### src/rtl/lc3_pkg.sv
// Shared LC-3 datapath encodings: PCMUX and ADDR2MUX selects, BR opcode, default reset PC.
package lc3_pkg;

    typedef enum logic [1:0] {
        PCMUX_INC  = 2'd0,
        PCMUX_BUS  = 2'd1,
        PCMUX_ADDR = 2'd2,
        PCMUX_HOLD = 2'd3
    } pcmux_e;

    typedef enum logic [1:0] {
        ADDR2_ZERO  = 2'd0,
        ADDR2_OFF6  = 2'd1,
        ADDR2_OFF9  = 2'd2,
        ADDR2_OFF11 = 2'd3
    } addr2_e;

    localparam logic [3:0]  OPCODE_BR        = 4'b0000;
    localparam logic [15:0] DEFAULT_RESET_PC = 16'h3000;

endpackage

### src/rtl/lc3_addr_adder.sv
// LC-3 address adder: selects base (PC or BaseR) and a sign-extended IR offset, sums modulo 2^WIDTH.
// Shared between the PCMUX and MARMUX paths; IR field positions assume WIDTH == 16.
module lc3_addr_adder
    import lc3_pkg::*;
#(
    parameter int WIDTH = 16
) (
    input  logic [WIDTH-1:0] pc,
    input  logic [WIDTH-1:0] base_reg,
    input  logic [WIDTH-1:0] ir,
    input  logic             addr1_sel,
    input  logic [1:0]       addr2_sel,
    output logic [WIDTH-1:0] addr_out
);

    logic [WIDTH-1:0] base;
    logic [WIDTH-1:0] offset;

    always_comb begin
        base   = addr1_sel ? base_reg : pc;
        offset = '0;
        case (addr2_e'(addr2_sel))
            ADDR2_ZERO:  offset = '0;
            ADDR2_OFF6:  offset = {{(WIDTH-6){ir[5]}},   ir[5:0]};
            ADDR2_OFF9:  offset = {{(WIDTH-9){ir[8]}},   ir[8:0]};
            ADDR2_OFF11: offset = {{(WIDTH-11){ir[10]}}, ir[10:0]};
            default:     offset = '0;
        endcase
        // Carry out is intentionally dropped so addresses wrap around the 64K space.
        addr_out = base + offset;
    end

endmodule

### src/rtl/pc_branch_unit.sv
// LC-3 PC / BEN stage: PC register, branch-enable latch and address adder.
// Define BRANCH_STATS_EN to build the saturating BR evaluated/taken counters.
module pc_branch_unit
    import lc3_pkg::*;
#(
    parameter logic [15:0] RESET_PC = DEFAULT_RESET_PC,
    parameter int          WIDTH    = 16
) (
    input  logic             clk,
    input  logic             reset,
    input  logic [WIDTH-1:0] ir,
    input  logic             n,
    input  logic             z,
    input  logic             p,
    input  logic             ld_ben,
    input  logic             ld_pc,
    input  logic [1:0]       pc_mux,
    input  logic             addr1_sel,
    input  logic [1:0]       addr2_sel,
    input  logic [WIDTH-1:0] base_reg,
    input  logic [WIDTH-1:0] buss,
    output logic [WIDTH-1:0] pc,
    output logic             ben,
    output logic [WIDTH-1:0] addr_out,
    output logic [15:0]      br_count,
    output logic [15:0]      br_taken
);

    logic             ben_next;
    logic [WIDTH-1:0] pc_next;

    lc3_addr_adder #(.WIDTH(WIDTH)) u_addr_adder (
        .pc        (pc),
        .base_reg  (base_reg),
        .ir        (ir),
        .addr1_sel (addr1_sel),
        .addr2_sel (addr2_sel),
        .addr_out  (addr_out)
    );

    // Flags are the already-registered n/z/p, so a same-cycle CC update is seen one cycle later.
    assign ben_next = (ir[11] & n) | (ir[10] & z) | (ir[9] & p);

    always_comb begin
        pc_next = pc;
        case (pcmux_e'(pc_mux))
            PCMUX_INC:  pc_next = pc + 1'b1;
            PCMUX_BUS:  pc_next = buss;
            PCMUX_ADDR: pc_next = addr_out;
            PCMUX_HOLD: pc_next = pc;
            default:    pc_next = pc;
        endcase
    end

    always_ff @(posedge clk) begin
        if (reset) begin
            pc  <= RESET_PC[WIDTH-1:0];
            ben <= 1'b0;
        end else begin
            if (ld_pc)
                pc <= pc_next;
            if (ld_ben)
                ben <= ben_next;
        end
    end

`ifdef BRANCH_STATS_EN
    logic is_br_eval;

    assign is_br_eval = ld_ben && (ir[15:12] == OPCODE_BR);

    always_ff @(posedge clk) begin
        if (reset) begin
            br_count <= '0;
            br_taken <= '0;
        end else if (is_br_eval) begin
            if (br_count != 16'hFFFF)
                br_count <= br_count + 16'd1;
            if (ben_next && (br_taken != 16'hFFFF))
                br_taken <= br_taken + 16'd1;
        end
    end
`else
    logic unused_stats_opcode;

    assign unused_stats_opcode = ^ir[15:12];
    assign br_count = '0;
    assign br_taken = '0;
`endif

endmodule

### config.mk
export PLATFORM = sky130hd
export DESIGN_NAME = pc_branch_unit
export DESIGN_NICKNAME = d
export VERILOG_FILES = /design/src/rtl/lc3_pkg.sv /design/src/rtl/lc3_addr_adder.sv /design/src/rtl/pc_branch_unit.sv
export SDC_FILE = /design/constraint.sdc
export NUM_CORES = 1
export LEC_CHECK = 0
export ABC_AREA = 1
export BUFFER_PORTS_ARGS = -buffer_cell sky130_fd_sc_hd__buf_2
export CORE_UTILIZATION = 44
export CTS_BUF_LIST = sky130_fd_sc_hd__clkbuf_8 sky130_fd_sc_hd__clkbuf_16
export CTS_CLUSTER_DIAMETER = 40
export DETAILED_ROUTE_END_ITERATION = 8
export PLACE_DENSITY = 0.79
export SYNTH_ARGS = -nofsm -noshare
export SYNTH_HDL_FRONTEND = slang
export SYNTH_SLANG_ARGS = --single-unit
### constraint.sdc
create_clock -name clk -period 2.5 [get_ports clk]
set_input_delay 0.375 -clock clk [delete_from_list [all_inputs] [get_ports clk]]
set_output_delay 0.375 -clock clk [all_outputs]
set_load 0.005 [all_outputs]
==> reports/metrics.yaml <==
critPathMaxFanout: 4
ff2ff_path_depth: 19
yosys-top-cells-area: "nand2_1 20%, dfxtp_1 13%, buf_4 9.1%"
drtAntennaViolNets: 0
avgSynthCellArea_um2: 5.77
finalSetupViolations: 5
leakage_nw: 2.11
worst-path-buf-inv: 5
peakVddDrop_mv: 0.349
cp-end-kind: "primary output"
hold_start: "ld_ben"
synth_edf_count: 0
worst_hold_slack_ps: 362
first_pass_iters: 6
dp_hpwl_mm: 6.79
multi_input_area_mm2: 0.00232
cts_hold_buf: 0
vias_per_cell: 5.26
critPathRequiredTime_ps: 2120
syn2layout_area_growth_pct: 44.9
antenna_found_initial: 0
grt.total_usage_pct: 26.5
hold_path_class: "in2reg"
p_per_area_mw_per_mm2: 391
r2r_start: "pc[0]"
cts_tree: "done"
core_mm2: 0.00596
synth_cells: 471
nFillCells: 514
cp-start-kind: "flip-flop"
path_delay_family: "simple AND/OR/NAND/NOR gates"
tightest_slew_ps: 674
netlist_area_mm2: 0.00272
rows: 28
failed_checks: "negative setup slack"
yosysSeqAreaShare_pct: 12.5
status: "complete, but fails checks"
synthFlopType: "dfxtp_1"
port_buffers: 88
crit_type: "reg2out"
crit_arrival_ps: 2270
yosysWarnings: 0
yosys.area.top_type_share_pct: 20.4
worstPathCellList: "inv_2 -> o21ai_2 -> ha_2 -> inv_2 -> fa_2 -> inv_2 -> nand3_2 -> nand2_2 -> nand2_2 -> nand2_4 -> buf_4 -> nand2_4 -> nand2_2 -> nand2_2 -> and2_1 -> buf_2"
worstSetupPathDepth: 16
final_cell_area_mm2: 0.00394
synth-seq-cells: 17
diodes: 0
wl_met2_mm: 4.81
slowest_stage: "dfxtp_2"
dieArea_mm2: 0.00650
path_common_cell: "nand2_2"
drc_errors: 0
holdPathStages: 2
dr.first_iter.drc_count: 223
dr_wl_met3_um: 815
die_y_um: 80.6
layout_min_cycle_time_ps: 2650
grt_setup_unrepaired: "yes"
root_buffer: "clkbuf_8"
wl_per_cell_um: 14.2
path_clk_slew_ps: 70
utilization_pct: 66.1
grt_pass1_vias: 2988
placed_area_mm2: 0.00337
start_util_pct: 45.7
synthDistinctLibCells: 36
regToRegEndpoint: "pc[6]"
synth_area_leader_cell: "nand2_1"
grt_overflow: 0
fin_skew_ps: 2.94
r2r_slack_ps: 80
min_to: "ben"
max-clock-path-buffers: 2
slew_headroom_pct: 55.1
register_area_um2: 352
finalHoldViolations: 0
cts_sinks: 17
clk_latency_ps: 260
vias: 3554
cts-buffers-inserted: 3
die_w_um: 80.6
io_pins: 125
dp_slack_ps: -182
critical_path.max_stage_delay_ps: 340
finalCritPeriodShare_pct: 106
synthArstFlopShare_pct: 0
fin_nets: 682
ctsHtreeMaxLevel: 1
top_layer_used: "met4"
grt_pass1_wl_mm: 13.3
layout-drive-gt1-share_pct: 41.3
place.gp.congestion: 0.945
maxSlewViolCount: 0
met1Wirelength_mm: 3.63
setup_tns_ps: -549
maxCapViolCount: 0
max_freq_mhz: 378
grt_max_degree: 22
setup_slack_ps: -145
drt-total-wl_mm: 9.57
## layer usage
metal	vias up	GRT usage, %
met2	213	48.6
met1	1616	31.1
li1	1696	-
met4	0	8.04
met5	-	0
met3	29	4.32
## how the worst max path moves through the flow
stage,to,from,slack [ps]
floorplan,addr_out[12],addr1_sel,20
global route,addr_out[12],pc[1],-240
detailed placement,addr_out[12],addr1_sel,-180
CTS,addr_out[12],pc[0],-90
global placement,addr_out[12],addr1_sel,-130
finish,addr_out[14],pc[0],-150
## report_power, final
part           total (mW)  internal, mW  switching (mW)
Combinational        1.01         0.475           0.532
Sequential          0.316         0.294          0.0214
Clock               0.217         0.109           0.107
Total                1.54         0.879           0.661
## kinds of logic (layout without fill, tap and decap cells)
kind of cell	after synthesis	after routing	synth area share [%]
other	1	32	0.138
muxes	3	3	1.24
and+or+nand+nor	232	232	37.3
xor gates and xnor gates	11	11	3.82
AOI/OAI and AO/OA	77	77	15.5
DFF	17	17	12.5
buffers and inverters	110	209	20.0
adders and majority gates	20	20	9.48
## cells in the final DEF, fill, tap and decap left out, types with 7 or more instances in the layout
master   instances
conb_1          32
ha_4            11
ha_1             7
buf_2           85
nand3_1         29
a21oi_1         33
a21oi_2          8
o21ai_2          7
nand2_1        116
xor2_1           7
inv_2            8
o21ai_0         15
buf_6            7
dfxtp_1         10
inv_1           54
buf_4           49
nor2_1          18
nand2_2         31
## what timing repair did
item	CTS	global route
setup buffers	5	9
gates resized for setup	46	72
pin swaps	9	13
endpoints found under the setup margin	10	13
## state kept, by name, summed over array words and instances (netlist names)
register / cells
ben: 1
pc: 16
## per-stage QoR
stage / std cells / power [mW]
5_1_grt: 676 / 1.64
3_5_place_dp: 659 / 1.10
4_1_cts: 668 / 1.41
3_3_place_gp: 659 / 1.08
6_report: 676 / 1.54
2_1_floorplan: 502 / 0.797
## synth_stat cells (2+ instances only)
| library cell | count |
|---|---|
| nand2_1 | 148 |
| inv_1 | 61 |
| a21oi_1 | 39 |
| buf_4 | 33 |
| nand3_1 | 32 |
| o21ai_0 | 28 |
| ha_1 | 19 |
| nor2_1 | 19 |
| dfxtp_1 | 17 |
| xor2_1 | 9 |
| and2_1 | 7 |
| clkbuf_1 | 7 |
| nor3_1 | 7 |
| buf_2 | 6 |
| nand2_2 | 5 |
| nor2_2 | 4 |
| a221oi_1 | 3 |
| a22o_1 | 3 |
| mux2_2 | 3 |
| nand3b_1 | 3 |
| a21oi_2 | 2 |
| nand4_1 | 2 |
## final cells by class
class	instances	area share, %
clock inverter	1	0.0953
clock buffer	3	1.05
inverter	63	6.07
multi-input combinational	375	59.0
timing repair buffer	142	22.5
tap	75	2.38
sequential	17	8.93
No activity file was read; power rests on OpenSTA's default activity.
